[config.mk]
export PLATFORM = sky130hd
export DESIGN_NAME = reg_bank_sel
export DESIGN_NICKNAME = d
export VERILOG_FILES = /design/src/rtl/reg_bank_sel_pkg.sv /design/src/rtl/reg_bank_rdmux.sv /design/src/rtl/reg_bank_sel.sv
export SDC_FILE = /design/constraint.sdc
export NUM_CORES = 1
export LEC_CHECK = 0
export CAP_MARGIN = 0
export CORE_MARGIN = 2
export CORE_UTILIZATION = 45
export CTS_CLUSTER_DIAMETER = 80
export DETAILED_ROUTE_END_ITERATION = 8
export PLACE_DENSITY_LB_ADDON = 0.25
export SKIP_LAST_GASP = 1
export SLEW_MARGIN = 20
export SYNTH_ARGS = -nofsm -noshare
export SYNTH_HDL_FRONTEND = slang
export SYNTH_SLANG_ARGS = --single-unit
[constraint.sdc]
create_clock -name ck -period 2.1 [get_ports ck]
set_clock_uncertainty 0.2 [all_clocks]
set_input_delay 0.315 -clock ck [delete_from_list [all_inputs] [get_ports ck]]
set_output_delay 0.315 -clock ck [all_outputs]
set_load 0.01 [all_outputs]
[src/rtl/reg_bank_sel_pkg.sv]
// Shared constants, address-width helper and read-source select for the register bank.
package reg_bank_sel_pkg;

  localparam int unsigned DefW     = 4;
  localparam int unsigned DefDepth = 4;

  function automatic int unsigned calc_aw(input int unsigned depth);
    return $clog2(depth);
  endfunction

  typedef enum logic [1:0] {
    RS_NONE,
    RS_READ,
    RS_SCAN
  } rd_src_e;

endpackage

[src/rtl/reg_bank_rdmux.sv]
// DEPTH:1 read mux returning the post-update value of the selected entry
// (write bypass first, then rotate correction, then stored value).
module reg_bank_rdmux
  import reg_bank_sel_pkg::*;
#(
  parameter int unsigned W     = DefW,
  parameter int unsigned DEPTH = DefDepth,
  localparam int unsigned AW   = calc_aw(DEPTH)
) (
  input  logic [DEPTH*W-1:0] entries_i,
  input  logic [AW-1:0]      idx_i,
  input  logic               we_i,
  input  logic [AW-1:0]      waddr_i,
  input  logic [W-1:0]       wdata_i,
  input  logic               rot_i,
  output logic [W-1:0]       data_o
);

  logic [AW-1:0] src_idx;

  always_comb begin
    // After a rotate, entry k holds what entry k-1 held before the edge.
    src_idx = rot_i ? idx_i - 1'b1 : idx_i;
    data_o  = '0;
    for (int i = 0; i < DEPTH; i++) begin
      if (AW'(i) == src_idx) begin
        data_o = entries_i[i*W +: W];
      end
    end
    if (we_i && (waddr_i == idx_i)) begin
      data_o = wdata_i;
    end
  end

endmodule

[src/rtl/reg_bank_sel.sv]
// Parametrised register bank with per-entry write, rotate, registered read port
// with write bypass, and an auto-scan mode that streams every entry out in order.
module reg_bank_sel
  import reg_bank_sel_pkg::*;
#(
  parameter int unsigned W     = DefW,
  parameter int unsigned DEPTH = DefDepth,
  localparam int unsigned AW   = calc_aw(DEPTH)
) (
  input  logic          ck,
  input  logic          res,
  input  logic          we,
  input  logic [AW-1:0] waddr,
  input  logic [W-1:0]  wdata,
  input  logic          rot,
  input  logic          rd_req,
  input  logic [AW-1:0] raddr,
  input  logic          scan_en,
  output logic [W-1:0]  b,
  output logic          b_valid,
  output logic [AW-1:0] b_idx
);

  logic [W-1:0]       mem_q [DEPTH];
  logic [W-1:0]       mem_d [DEPTH];
  logic [DEPTH*W-1:0] mem_flat;

  logic [AW-1:0] scan_ptr_q, scan_ptr_d;
  logic          scan_en_q;
  logic [AW-1:0] ptr_eff;
  logic [AW-1:0] sel_idx;
  rd_src_e       rd_src;

  logic [W-1:0]  b_q, b_d;
  logic          b_valid_q, b_valid_d;
  logic [AW-1:0] b_idx_q, b_idx_d;
  logic [W-1:0]  rd_data;

  always_comb begin
    // A fresh scan_en assertion always starts the stream from entry 0.
    ptr_eff = (scan_en && !scan_en_q) ? '0 : scan_ptr_q;
    if (scan_en) begin
      rd_src = RS_SCAN;
    end else if (rd_req) begin
      rd_src = RS_READ;
    end else begin
      rd_src = RS_NONE;
    end
    sel_idx = (rd_src == RS_SCAN) ? ptr_eff : raddr;
  end

  always_comb begin
    for (int i = 0; i < DEPTH; i++) begin
      mem_flat[i*W +: W] = mem_q[i];
      mem_d[i] = rot ? mem_q[AW'(i + DEPTH - 1)] : mem_q[i];
      if (we && (waddr == AW'(i))) begin
        mem_d[i] = wdata;
      end
    end
  end

  reg_bank_rdmux #(
    .W     (W),
    .DEPTH (DEPTH)
  ) u_rdmux (
    .entries_i (mem_flat),
    .idx_i     (sel_idx),
    .we_i      (we),
    .waddr_i   (waddr),
    .wdata_i   (wdata),
    .rot_i     (rot),
    .data_o    (rd_data)
  );

  always_comb begin
    b_d        = b_q;
    b_idx_d    = b_idx_q;
    b_valid_d  = 1'b0;
    scan_ptr_d = scan_ptr_q;
    if (rd_src != RS_NONE) begin
      b_d       = rd_data;
      b_idx_d   = sel_idx;
      b_valid_d = 1'b1;
    end
    if (rd_src == RS_SCAN) begin
      scan_ptr_d = ptr_eff + 1'b1;
    end
  end

  always_ff @(posedge ck or negedge res) begin
    if (!res) begin
      for (int i = 0; i < DEPTH; i++) begin
        mem_q[i] <= '0;
      end
      scan_ptr_q <= '0;
      scan_en_q  <= 1'b0;
      b_q        <= '0;
      b_valid_q  <= 1'b0;
      b_idx_q    <= '0;
    end else begin
      for (int i = 0; i < DEPTH; i++) begin
        mem_q[i] <= mem_d[i];
      end
      scan_ptr_q <= scan_ptr_d;
      scan_en_q  <= scan_en;
      b_q        <= b_d;
      b_valid_q  <= b_valid_d;
      b_idx_q    <= b_idx_d;
    end
  end

  assign b       = b_q;
  assign b_valid = b_valid_q;
  assign b_idx   = b_idx_q;

endmodule

==> summary.md, run 1 <==
| Metric | Value |
|---|---|
| Status | `finished clean` |
| Setup CP Type | `in -> reg` |
| DPL Wire Length | `2431 um` |
| Slew margin rel. | `slightly below 70%` |
| Remaining Overflow, GRT | `0` |
| Detailed Route WL | `3268 um` |
| Iter 0 DRT Violations | `42` |
| Seq cells post-synth | `26` |
| Mapped Cells | `~150` |
| Cell Chain, Critical Path | `clkdlybuf4s50_1 -> buf_4 -> buf_4 -> a31oi_1 -> a31oi_1 -> nor3_2 -> buf_4 -> a31oi_1 -> o31ai_1` |
| Final ANT Viol Nets | `0` |
| PD cells | `822.3 mW/mm^2` |
| Vias in the first global route | `~1,200` |
| Total negative slack | `0 ns` |
| Post-synthesis sequential area ratio | `44.03%` |
| Placed cell area | `0.001795 mm^2` |
| Tmin final | `about 1.9 ns` |
| Critical Path End Type | `flop` |
| Buf/Inv on CP | `4` |
| Synthesized area | `0.001478 mm^2` |
| Initial core utilization | `48.01%` |
| Buffers on Ports | `20` |
| Family with the most delay on the worst path | `buffers and inverters` |
| H-tree depth | `1` |
| Critical Path Source Type | `input port` |
| Dominant synthesized flop cell | `dfrtp_1` |
| Antenna violations before repair | `0` |
| Sink Count | `26` |
| Pin count of the biggest net entering global routing | `27` |
| Initial DRT Pass Iterations | `4` |
| Hold Path Class | `in -> async` |
| Final Wtd Congestion | `approximately 0.87` |
| Placed insts | `roughly 220` |
| Layout cells sized above 1 | `18.13%` |
| Crit path DAT | `1.99 ns` |
| # nets final | `197` |
| Peak Freq | `between 500 and 600 MHz` |
| Total power | `0.001521 W` |
| Post-CTS Hold Fix Bufs | `0` |
| Slowest stage delay, CP | `around 0.46 ns` |
| First-pass GRT wire length | `5416 um` |
| I/O Pins | `21` |
| Worst-Margin Slew | `0.4599 ns` |
| Number of antenna diodes | `0` |
| Final setup vio count | `0` |
| CTS buffer count | `3` |
| Vias per cell | `5.354` |
| Worst-path fanout max | `12` |
| P_leak | `0.7919 nW` |
| Die W | `roughly 61 um` |
| Synth top area share | `44.03%` |
| Distinct cells, synth | `38` |
| Syn Area/Cell | `9.917 um^2` |
| Post-synth EDFFs | `0` |
| Hold slack | `roughly 0.11 ns` |
| Worst-case clock buffer depth | `2` |
| Residual DRC | `0` |
| Design Area, Final | `0.001849 mm^2` |
| Core Rows | `20` |
| Reg clk slew, reported paths | `0.15 ns` |
| FFs w/ async S/R, synth | `100.0%` |
| Final hold violation count | `0` |
| TritonCTS clock tree | `built` |
| Tot GR Track Use | `19.87%` |
| Syn Nets | `163` |
| Worst EP required | `2.16 ns` |
| IR drop worst, VDD | `0.3998 mV` |
| Fin cells | `226` |
| Area contributors post-synth | `dfrtp_1 (44%), mux2i_1 (12%), a21oi_1 (5.1%), o21ai_0 (3.7%), nor2_1 (3.6%)` |
| Slew Viols, Final | `0` |
| Maximum Capacitance Violations | `0` |
| Area Growth Syn to Fin | `25.15%` |
| Postcts setup bufs | `0` |
| Die footprint | `0.003758 mm^2` |
| Fin crit share | `between 90% and 100%` |
| Root Buffer | `clkbuf_4` |
| Via count | `1,210` |
| RSZ-0062 raised after global routing | `false` |
| Die Ht | `61.31 um` |
| Critical-path top delay cell | `clkdlybuf4s50_1` |
| Core Area | `about 0.0031 mm^2` |
| Post-synth top area cell | `dfrtp_1` |
| Synth Warn # | `0` |
| Avg WL per Cell | `14.46 um` |
| Worst skew pair latency | `0.34 ns` |
## worst paths after layout
path,startpoint,end,slack (ns),cells after the start
hold / removal,res,scan_en_q,0.11,2
setup reg to reg,scan_en_q,b[1],0.25,6
setup / recovery,scan_en,b[1],0.17,9
hold reg to reg,b_idx[1],b_idx[1],0.37,2
min in group ck,b_idx[1],b_idx[1],0.37,2
max in group asynchronous,res,scan_en_q,1.34,2
## flip-flops by register name, summed over array words and instances, names as in the netlist
signal	flops
b_idx	2
scan_en_q	1
mem_flat	16
b_valid	1
b	4
scan_ptr_q	2
## repair_timing
action                     in CTS  in global routing
setup endpoints to repair       0                  1
hold endpoints to repair        0                  0
gates resized for setup         0                  1
## metal layers
| metal | vias to the layer above | part of all wire, % | track usage (%) |
|---|---|---|---|
| li1 | 615 | - | - |
| met1 | 567 | 48 | 25.30 |
| met2 | 21 | 47 | 33.59 |
| met3 | 7 | 2.7 | 2.941 |
| met4 | 0 | 1.9 | 8.385 |
| met5 | - | 0 | 0 |
## cell families (layout without fill, tap and decap cells)
kind of cell / count (synthesis) / count (layout) / synth area share, %
DFF: 26 / 26 / 44.03
AOI/OAI and AO/OA: 46 / 46 / 19.47
muxes: 21 / 21 / 15.07
and+or+nand+nor: 44 / 44 / 15.58
buffers and inverters: 10 / 43 / 4.657
xor gates and xnor gates: 2 / 2 / 1.186
## power breakdown
group | total (W) | internal [W] | switching (W)
clock network | 0.000360 | 0.000194 | 0.000166
logic | 0.000431 | 0.000247 | 0.000184
registers | 0.000730 | 0.000623 | 0.000107
total | 0.00152 | 0.00106 | 0.000457
## Yosys cell counts (3+ instances only)
| cell type | count |
|---|---|
| nor2_1 | 14 |
| mux2i_1 | 17 |
| dfrtp_1 | 26 |
| a21oi_1 | 15 |
| nand2_1 | 10 |
| o21ai_0 | 11 |
| inv_1 | 3 |
| a31oi_1 | 5 |
| o22ai_1 | 3 |
| nand3_1 | 3 |
| buf_6 | 4 |
| nand3b_1 | 3 |
## layout by cell type (no fill, tap or decap), types with 2 or more instances in the layout
master           netlist  final
dfrtp_1               26     25
clkdlybuf4s50_1        0     20
mux2i_1               17     17
buf_4                  0     16
a21oi_1               15     15
nor2_1                14     14
o21ai_0               11     11
nand2_1               10     10
a31oi_1                5      5
inv_1                  3      3
nand3_1                3      3
nand3b_1               3      3
o22ai_1                3      3
clkbuf_4               0      3
o21a_1                 2      2
or2_1                  2      2
mux2_4                 2      2
a222oi_1               2      2
o2bb2ai_1              2      2
mux2_2                 2      2
and2_1                 2      2
o31ai_1                2      2
## metrics by stage
| stage | worst slack (ns) | util (%) |
|---|---|---|
| floorplan | 0.3022 | - |
| global placement | -0.1374 | 58.33 |
| detailed placement | -0.1957 | 58.33 |
| CTS | 0.1659 | 60.04 |
| global route | 0.04198 | 60.08 |
| finish | 0.1693 | 60.08 |
## cell type report
class,instances,area (um^2)
clock inverters,1,30.03
multi-input cells,113,758.2
clock buffers,3,22.52
repair buffers,36,320.3
inverters,3,11.26
fillers,274,1229
well taps,44,55.05
flip-flops and latches,26,651.9
No activity file was read; power rests on OpenSTA's default activity.
==> run 2, diff against run 1 <==
- ABC_AREA: not set -> 1
- PLACE_DENSITY: not set -> 0.68
- PLACE_DENSITY_LB_ADDON: 0.25 -> not set
==> summary.md, run 2 <==
| Metric | Value |
|---|---|
| Status | `finished clean` |
| Number of antenna diodes | `0 (unchanged)` |
| Setup CP Type | `in -> reg` |
| Worst skew pair latency | `0.32 ns (-0.02 ns)` |
| Die Ht | `61.21 um (-0.16%)` |
| Reg clk slew, reported paths | `0.14 ns (about the same)` |
| Die footprint | `0.003746 mm^2 (-0.33%)` |
| Residual DRC | `0 (unchanged)` |
| Sink Count | `26 (unchanged)` |
| Critical Path Source Type | `input port` |
| Pin count of the biggest net entering global routing | `27 (unchanged)` |
| Buffers on Ports | `20 (unchanged)` |
| Vias per cell | `5.414 (+1.1%)` |
| Antenna violations before repair | `0 (unchanged)` |
| Hold Path Class | `in -> async` |
| Seq cells post-synth | `26 (unchanged)` |
| Synth Warn # | `0 (unchanged)` |
| Tot GR Track Use | `20.32% (+0.45 points)` |
| Detailed Route WL | `3227 um (-1.3%)` |
| Root Buffer | `clkbuf_4` |
| Final Wtd Congestion | `0.8994 (+3.0%)` |
| Cell Chain, Critical Path | `clkdlybuf4s50_1 -> inv_2 -> nand2_1 -> nand2_2 -> inv_2 -> nand3_2 -> nand2_2 -> nand3_1 -> nand2_1 -> inv_1 -> nand2_1 -> nand2_1 -> nand2_1` |
| Slowest stage delay, CP | `0.57 ns (+0.11 ns)` |
| Worst r2r path cells | `11 (+5)` |
| Iter 0 DRT Violations | `72 (+71%)` |
| Avg WL per Cell | `12.86 um (-11%)` |
| Worst-case clock buffer depth | `2 (unchanged)` |
| Worst EP required | `2.18 ns (+0.02 ns)` |
| Core Area | `0.003078 mm^2 (unchanged)` |
| Worst path depth | `13 (+4)` |
| Vias in the first global route | `1,252 (+7.1%)` |
| PD cells | `751.6 mW/mm^2 (-8.6%)` |
| R2R setup slack | `0.48 ns (+0.23 ns)` |
| IR drop worst, VDD | `0.4661 mV (+17%)` |
| Commonest non-fill, non-tap cell in the layout | `nand2_1` |
| Post-synth EDFFs | `0 (unchanged)` |
| Mapped Cells | `186 (+25%)` |
| Family with the most delay on the worst path | `buffers and inverters` |
| Top cells by count, synth | `nand2_1 (42), nand3_1 (40), dfrtp_1 (26)` |
| Initial core utilization | `47.85% (-0.16 points)` |
| Maximum Capacitance Violations | `0 (unchanged)` |
| Remaining Overflow, GRT | `0 (unchanged)` |
| Worst setup path end | `b[3]` |
| RR Startpoint | `scan_en_q` |
| Core Rows | `20 (unchanged)` |
| First-pass GRT wire length | `5678 um (+4.8%)` |
| Max FFs per register | `16 (unchanged)` |
| Final setup vio count | `0 (unchanged)` |
| Slew margin rel. | `66.92% (-2.3 points)` |
| Critical Path End Type | `flop` |
| Worst-path fanout max | `6 (-6)` |
| Buf/Inv on CP | `4 (unchanged)` |
| Post-CTS Hold Fix Bufs | `0 (unchanged)` |
| Syn Area/Cell | `7.918 um^2 (-20%)` |
| Final hold violation count | `0 (unchanged)` |
| I/O Pins | `21 (unchanged)` |
| Peak Freq | `556.9 MHz (+7.5%)` |
| Hold slack | `0.1336 ns (+0.02607 ns)` |
| Post_cts resized | `0 (unchanged)` |
| DPL Wire Length | `2469 um (+1.6%)` |
| CTS buffer count | `3 (unchanged)` |
| Slew Viols, Final | `0 (unchanged)` |
| Fillers | `306 (+12%)` |
| Reg2reg end | `b[3]` |
| FFs w/ async S/R, synth | `100.0% (unchanged)` |
| Area Growth Syn to Fin | `20.82%` |
| Dominant synthesized flop cell | `dfrtp_1` |
| Syn Nets | `200 (+23%)` |
| Layout cells sized above 1 | `12.56% (-5.6 points)` |
| Distinct cells, synth | `21 (-45%)` |
| Most frequent cells in the layout | `nand2_1 (42), nand3_1 (40), dfrtp_1 (26)` |
| Via count | `1,359 (+12%)` |
| Die W | `61.21 um (-0.16%)` |
| Total power | `0.001337 W (-12%)` |
| H-tree depth | `1 (unchanged)` |
| Setup crit start | `scan_en` |
| Sequential Area | `650.6 um^2 (-0.19%)` |
| Critical-path top delay cell | `clkdlybuf4s50_1` |
| Worst-Margin Slew | `0.4948 ns (+0.03491 ns)` |
| Area contributors post-synth | `dfrtp_1 (44%), nand3_1 (14%), nand2_1 (11%), o211ai_1 (7.1%), inv_1 (4.6%)` |
| Synthesized area | `0.001473 mm^2 (-0.34%)` |
| Post-synth top area cell | `dfrtp_1` |
| Placed insts | `247 (+11%)` |
| TritonCTS clock tree | `built` |
| Synth top area share | `44.18% (+0.15 points)` |
| Most frequent cell after synthesis | `nand2_1` |
| RSZ-0062 raised after global routing | `false` |
| Post-synthesis sequential area ratio | `44.18% (+0.15 points)` |
| Fin cells | `251 (+11%)` |
| Final ANT Viol Nets | `0 (unchanged)` |
| # nets final | `222 (+13%)` |
| Tmin final | `1.796 ns (-0.1350 ns)` |
| Most used cell, CP | `nand2_1` |
| Initial DRT Pass Iterations | `4 (unchanged)` |
| Multi-input gate area | `686.9 um^2 (-9.4%)` |
| P_leak | `0.8305 nW (+4.9%)` |
| Utilization after layout | `57.80% (-2.3 points)` |
| Postcts setup bufs | `0 (unchanged)` |
| Crit path DAT | `1.87 ns (-0.12 ns)` |
| Fin crit share | `85.51% (-6.4 points)` |
[run 2: layout make-up]
class	instances	share of cell area, %
inverter	23	4.993
tap	44	3.094
sequential	26	36.57
clock buffer	3	1.266
clock inverter	1	1.688
timing repair buffer	26	13.78
multi-input combinational	128	38.61
[run 2: cell families after synthesis]
family | after synthesis | synth area share [%]
and+or+nand+nor | 100 | 33.98
DFF | 26 | 44.18
buffers and inverters | 32 | 9.175
AOI/OAI and AO/OA | 28 | 12.66
[run 2: how the worst min path moves through the flow]
stage                              end  slack (ns)  depth (start not counted)
after floorplan                   b[0]       -0.18                          0
after global placement            b[3]        0.26                          2
after detailed placement          b[1]        0.27                          2
after CTS                         b[0]        0.13                          2
after global routing      mem_flat[11]        0.17                          2
final                             b[0]        0.13                          2
[run 2: metal layers]
metal | GRT usage, % | routed length (um) | up-vias
met5 | 0 | 0 | -
met4 | 7.453 | 55 | 0
met3 | 3.151 | 149 | 6
met2 | 32.07 | 1482 | 39
met1 | 28.23 | 1540 | 632
li1 | - | - | 682
[run 2: where the power goes]
group | total [W] | internal (W) | switching [W] | leakage, nW
Sequential | 0.000646 | 0.000583 | 0.0000629 | 0.325
Combinational | 0.000349 | 0.000162 | 0.000187 | 0.478
Clock | 0.000343 | 0.000193 | 0.000150 | 0.0279
[run 2: through the flow]
step                      area (um^2)  setup WS (ns)   TNS, ns
final                            1779         0.3042         0
after global routing             1779         0.1568         0
after CTS                        1779         0.3198         0
after detailed placement         1727       -0.04317   -0.1232
after global placement           1727       -0.02180  -0.02647
after floorplan                  1473         0.5640         0
==> run 3, diff against run 2 <==
- CTS_CLUSTER_DIAMETER: 80 -> 120
- CTS_CLUSTER_SIZE: not set -> 8
==> results of run 3 <==
No change in the layout: final DEF, timing and power equal those of run 2.
